`src/rtl/loop_sequencer.sv`:
```
// Counted-loop controller: drives the index counter's preload/clear/increment
// strobes, launches loop-body iterations and guards each one with a watchdog.
module loop_sequencer #(
   parameter int WIDTH   = 8,
   parameter int TIMEOUT = 255
) (
   input  logic             Clk,
   input  logic             RSTn,
   input  logic             start,
   input  logic             abort,
   input  logic [WIDTH-1:0] first,
   input  logic [WIDTH-1:0] limit,
   input  logic             body_done,
   input  logic             z_in,
   output logic             cnt_wen,
   output logic             cnt_rst,
   output logic             cnt_inc,
   output logic [WIDTH-1:0] cnt_bus,
   output logic [WIDTH-1:0] cnt_din,
   output logic             body_start,
   output logic             busy,
   output logic             done,
   output logic             err,
   output logic [WIDTH-1:0] iter_count
);

   // state  | meaning
   // IDLE   | waiting for start
   // LOAD   | preload (cnt_wen) or clear (cnt_rst) the index counter
   // SETTLE | counter updates index and compare flag
   // CHECK  | sample z_in: finish or launch another iteration
   // BODY   | body running, watchdog counting
   // STEP   | increment the index
   // DONE   | one-cycle completion pulse
   typedef enum logic [2:0] {
      IDLE   = 3'd0,
      LOAD   = 3'd1,
      SETTLE = 3'd2,
      CHECK  = 3'd3,
      BODY   = 3'd4,
      STEP   = 3'd5,
      DONE   = 3'd6
   } state_t;

   localparam int WD_W      = (TIMEOUT > 1) ? $clog2(TIMEOUT) : 1;
   localparam int WD_LAST_I = (TIMEOUT > 0) ? TIMEOUT - 1 : 0;
   localparam logic [WD_W-1:0] WD_LAST = WD_LAST_I[WD_W-1:0];

   state_t           state, state_nxt;
   logic [WD_W-1:0]  wd, wd_nxt;
   logic [WIDTH-1:0] bus_nxt, din_nxt, iter_nxt;
   logic             err_nxt;
   logic             wen_nxt, rst_nxt, inc_nxt, bstart_nxt, done_nxt;

   always_comb begin
      state_nxt  = state;
      wd_nxt     = wd;
      bus_nxt    = cnt_bus;
      din_nxt    = cnt_din;
      iter_nxt   = iter_count;
      err_nxt    = err;
      wen_nxt    = 1'b0;
      rst_nxt    = 1'b0;
      inc_nxt    = 1'b0;
      bstart_nxt = 1'b0;
      done_nxt   = 1'b0;
      case (state)
         IDLE: begin
            if (start && !abort) begin
               state_nxt = LOAD;
               bus_nxt   = first;
               din_nxt   = limit;
               iter_nxt  = '0;
               err_nxt   = 1'b0;
               rst_nxt   = (first == '0);
               wen_nxt   = (first != '0);
            end
         end
         LOAD:   state_nxt = SETTLE;
         SETTLE: state_nxt = CHECK;
         CHECK: begin
            if (z_in) begin
               state_nxt = DONE;
               done_nxt  = 1'b1;
            end else begin
               state_nxt  = BODY;
               bstart_nxt = 1'b1;
               wd_nxt     = '0;
            end
         end
         BODY: begin
            // body_done beats a timeout landing in the same cycle
            if (body_done) begin
               state_nxt = STEP;
               inc_nxt   = 1'b1;
               iter_nxt  = iter_count + 1'b1;
            end else if (TIMEOUT != 0 && wd == WD_LAST) begin
               state_nxt = IDLE;
               err_nxt   = 1'b1;
            end else begin
               wd_nxt = wd + 1'b1;
            end
         end
         STEP:    state_nxt = SETTLE;
         DONE:    state_nxt = IDLE;
         default: state_nxt = IDLE;
      endcase
      if (abort && state != IDLE) begin
         state_nxt  = IDLE;
         iter_nxt   = iter_count;
         err_nxt    = err;
         wen_nxt    = 1'b0;
         rst_nxt    = 1'b0;
         inc_nxt    = 1'b0;
         bstart_nxt = 1'b0;
         done_nxt   = 1'b0;
      end
   end

   always_ff @(posedge Clk or negedge RSTn) begin
      if (!RSTn) begin
         state      <= IDLE;
         wd         <= '0;
         cnt_bus    <= '0;
         cnt_din    <= '0;
         iter_count <= '0;
         err        <= 1'b0;
         cnt_wen    <= 1'b0;
         cnt_rst    <= 1'b0;
         cnt_inc    <= 1'b0;
         body_start <= 1'b0;
         done       <= 1'b0;
         busy       <= 1'b0;
      end else begin
         state      <= state_nxt;
         wd         <= wd_nxt;
         cnt_bus    <= bus_nxt;
         cnt_din    <= din_nxt;
         iter_count <= iter_nxt;
         err        <= err_nxt;
         cnt_wen    <= wen_nxt;
         cnt_rst    <= rst_nxt;
         cnt_inc    <= inc_nxt;
         body_start <= bstart_nxt;
         done       <= done_nxt;
         busy       <= (state_nxt != IDLE);
      end
   end

endmodule

```
`config.mk`:
```
export PLATFORM = sky130hd
export DESIGN_NAME = loop_sequencer
export DESIGN_NICKNAME = d
export VERILOG_FILES = /design/src/rtl/loop_sequencer.sv
export SDC_FILE = /design/constraint.sdc
export NUM_CORES = 1
export LEC_CHECK = 0
export CAP_MARGIN = 20
export CORE_UTILIZATION = 43
export CTS_CLUSTER_SIZE = 12
export DETAILED_ROUTE_END_ITERATION = 6
export PLACE_DENSITY = 0.72
export SETUP_SLACK_MARGIN = 0.1
export SLEW_MARGIN = 20
export SYNTH_ARGS = -nofsm -noshare
export SYNTH_HDL_FRONTEND = slang
export SYNTH_SLANG_ARGS = --single-unit
```
`constraint.sdc`:
```
create_clock -name Clk -period 1.65 [get_ports Clk]
set_clock_uncertainty 0.2 [all_clocks]
set_input_delay 0.33 -clock Clk [delete_from_list [all_inputs] [get_ports Clk]]
set_output_delay 0.33 -clock Clk [all_outputs]
set_load 0.05 [all_outputs]
```
==> reports/qor.txt <==
Status = finished with violations
Failing checks = setup timing
Worst-Margin Slew = 0.453 ns
Count of cell types in the netlist = 41
Period utilization = 1.15
TritonCTS buffer count = 5
Ys async rst share = 1.00
Crit Path Category = reg -> reg
Wire per inst = 19.8 um
Reg2Reg Setup Slack = -0.24 ns
Fin area = 0.00357 mm^2
Antenna violations before repair = 0
Final Setup Violations = 35
CP endpoint = wd[5]$_DFFE_PN0P_
All-Layer GR Usage = 0.248
Syn-to-layout area delta = 86.2%
CP Capture Type = flop
Sequential Area = 0.00106 mm^2
Crit start category = flop
Starting density of the core = 0.463
Net Sw Frac = 0.360
Final net count = 320
Final WL = 6840 um
Hpwl dp = 3550 um
Core area = 0.00414 mm^2
Largest net degree at the start of global routing = 27
Routed Antenna Nets = 0
Crit path time final = 1.89 ns
Delay of the slowest cell on the worst path = 0.45 ns
Register bit total from synthesis = 42
DR iter-0 viols = 172
FP Rows = 23
Reg power frac = 0.384
Placed cell areas = 0.00305 mm^2
Synthesized area = 0.00192 mm^2
First-pass GRT wire length = 8330 um
Chip Width = 68.8 um
R2r startpoint = state[1]$_DFF_PN0_
Post-layout util = 0.861
Skew-Pair Late Insertion Delay = 0.31 ns
GR Util met3 = 0.0543
Crit-path slowest cell = dfrtp_2
CP arrival = 1.90 ns
R2r endpoint = wd[5]$_DFFE_PN0P_
Most used DFF post-synth = dfrtp_1
Count leader, synth = nand2_1
Iteration count of the initial detailed-routing pass = 4
Psw = 1.20 mW
Max-slew headroom = 0.695
Ratio of cells with drive above 1 in the final layout = 0.480
Peak supply drop = 813 uV
Logic pwr share = 0.398
Yosys warnings = 0
Crit-path max FO = 5
Area of the multi-input gates = 983 um^2
Htree depth = 2
Root buf cell = clkbuf_8
Worst-path cell chain = buf_12 > nor4b_4 > and4_4 > a31oi_1 > a311oi_1
Met1 usage in global routing = 0.295
Yosys top cell area share = 0.548
Chip Height = 68.8 um
PD cells = 938 mW/mm^2
Yosys top cell by area = dfrtp_1
Vias per inst = 5.59
GR peak layer = met2
M2 GR Usage = 0.412
DRC viols = 0
Leak Pwr = 1.61 nW
Final hold violations = 0
Die area = 0.00473 mm^2
Sequential share of the synthesized area = 0.548
Max Slew Vio Count = 0
Reg clk slew, reported paths = 0.09 ns
Synth area leaders = dfrtp_1 (55%), nand2_1 (11%), nor2_1 (2.5%)
Fmax = 0.529 GHz
CTS sink cnt = 42
FILL cells = 194
EDFF count, synth = 0
Maximum buffer depth of the clock tree = 2
Share of total power in the clock network = 0.218
Max-cap violations = 0
Min-delay worst type = in -> async
Final setup TNS = -5.26 ns
Cell Int Power = 2.14 mW
Top Ports = 53
Worst setup margin = -0.241 ns
Buffers added on ports = 52
CTS tree = done
Post-Syn Nets = 216
CP Launch Point = state[1]$_DFF_PN0_
Post-synthesis cell count = 191
Register-to-Register Path Depth = 5
Diodes inserted = 0
Remaining global-route overflow = 0
RSZ-0062 raised after global routing = true
Post-synth top cells = nand2_1 (57), dfrtp_1 (42), nor2_1 (13), nand3_1 (5), o21ai_0 (5)
Routability cong. = 0.861
Vias in the first global route = 1,821
Synthesized area per cell = 10.0 um^2
Critical Path RT = 1.66 ns
Vias = 1,935
==> logic make-up after synthesis <==
| kind of cell | share of synthesized area |
|---|---|
| xor+xnor | 0.0228 |
| flops | 0.548 |
| buf+inv | 0.0320 |
| mux | 0.0183 |
| compound gates | 0.0757 |
| simple gates | 0.283 |
| fa+ha+maj | 0.0196 |
==> cells in the final DEF (no fill, tap or decap), types with 4 or more instances in the layout <==
cell	instances
clkdlybuf4s50_1	18
dfrtp_2	9
buf_6	14
nor2_1	7
dfrtp_1	33
nor2_2	4
o21ai_0	4
nand2_1	45
nand2_2	12
clkbuf_8	6
nand3b_1	4
buf_4	31
buf_12	35
==> final cells by class <==
cell class,count,share of cell area
clock buffer,6,0.0231
sequential,42,0.298
tap,50,0.0175
multi-input combinational,139,0.276
timing repair buffer,104,0.379
clock inverter,2,0.00351
inverter,3,0.00316
==> metrics by stage <==
stage / setup slack (ns) / total power [mW] / cells / hold WS (ns)
4_1_cts: -0.0939 / 3.20 / 330 / 0.291
6_report: -0.241 / 3.35 / 346 / 0.280
3_3_place_gp: -0.516 / 2.45 / 318 / 0.0805
3_5_place_dp: -0.575 / 2.48 / 318 / 0.0830
2_1_floorplan: -0.0497 / 1.80 / 191 / -0.166
5_1_grt: -0.320 / 3.46 / 346 / 0.297
==> registers in the layout (all words and copies together) (netlist names), 3 cells and up <==
name        flops
cnt_bus         8
cnt_din         8
iter_count      8
state           3
wd              8
==> power by group through the flow <==
stage	sequential (mW)	combinational [mW]	clock, mW
5_1_grt	1.30	1.39	0.770
2_1_floorplan	1.60	0.194	0
6_report	1.29	1.33	0.729
3_3_place_gp	1.29	1.16	0
4_1_cts	1.28	1.20	0.713
3_5_place_dp	1.30	1.18	0
==> worst max-delay path: cells and delay by family, from the launching register on <==
family / cells / cell delay, ns
AND/OR/NAND/NOR: 2 / 0.62
flip-flops: 1 / 0.45
AO/OA/AOI/OAI: 2 / 0.38
buffers and inverters: 1 / 0.14
==> metal layers <==
| layer | share of wire | up-vias | wire, um |
|---|---|---|---|
| li1 | - | 868 | - |
| met1 | 0.40 | 955 | 2710 |
| met2 | 0.52 | 91 | 3560 |
| met3 | 0.050 | 21 | 344 |
| met4 | 0.032 | 0 | 219 |
| met5 | 0 | - | 0 |
==> timing repair <==
action	CTS	global route
cloned	0	5
setup buffers	4	11
resized for setup	17	42
endpoints found under the hold margin	16	0
pin swaps	6	16
setup endpoints to repair	36	39
hold buffers	1	0
==> worst min path at each step <==
stage / startpoint / to
after floorplan: RSTn / body_start$_DFF_PN0_
after CTS: RSTn / state[2]$_DFF_PN0_
after global placement: RSTn / wd[2]$_DFFE_PN0P_
final: RSTn / done$_DFF_PN0_
after global routing: abort / cnt_inc$_DFF_PN0_
after detailed placement: RSTn / err$_DFFE_PN0P_
Note: power is estimated with default switching activity, not from simulation.
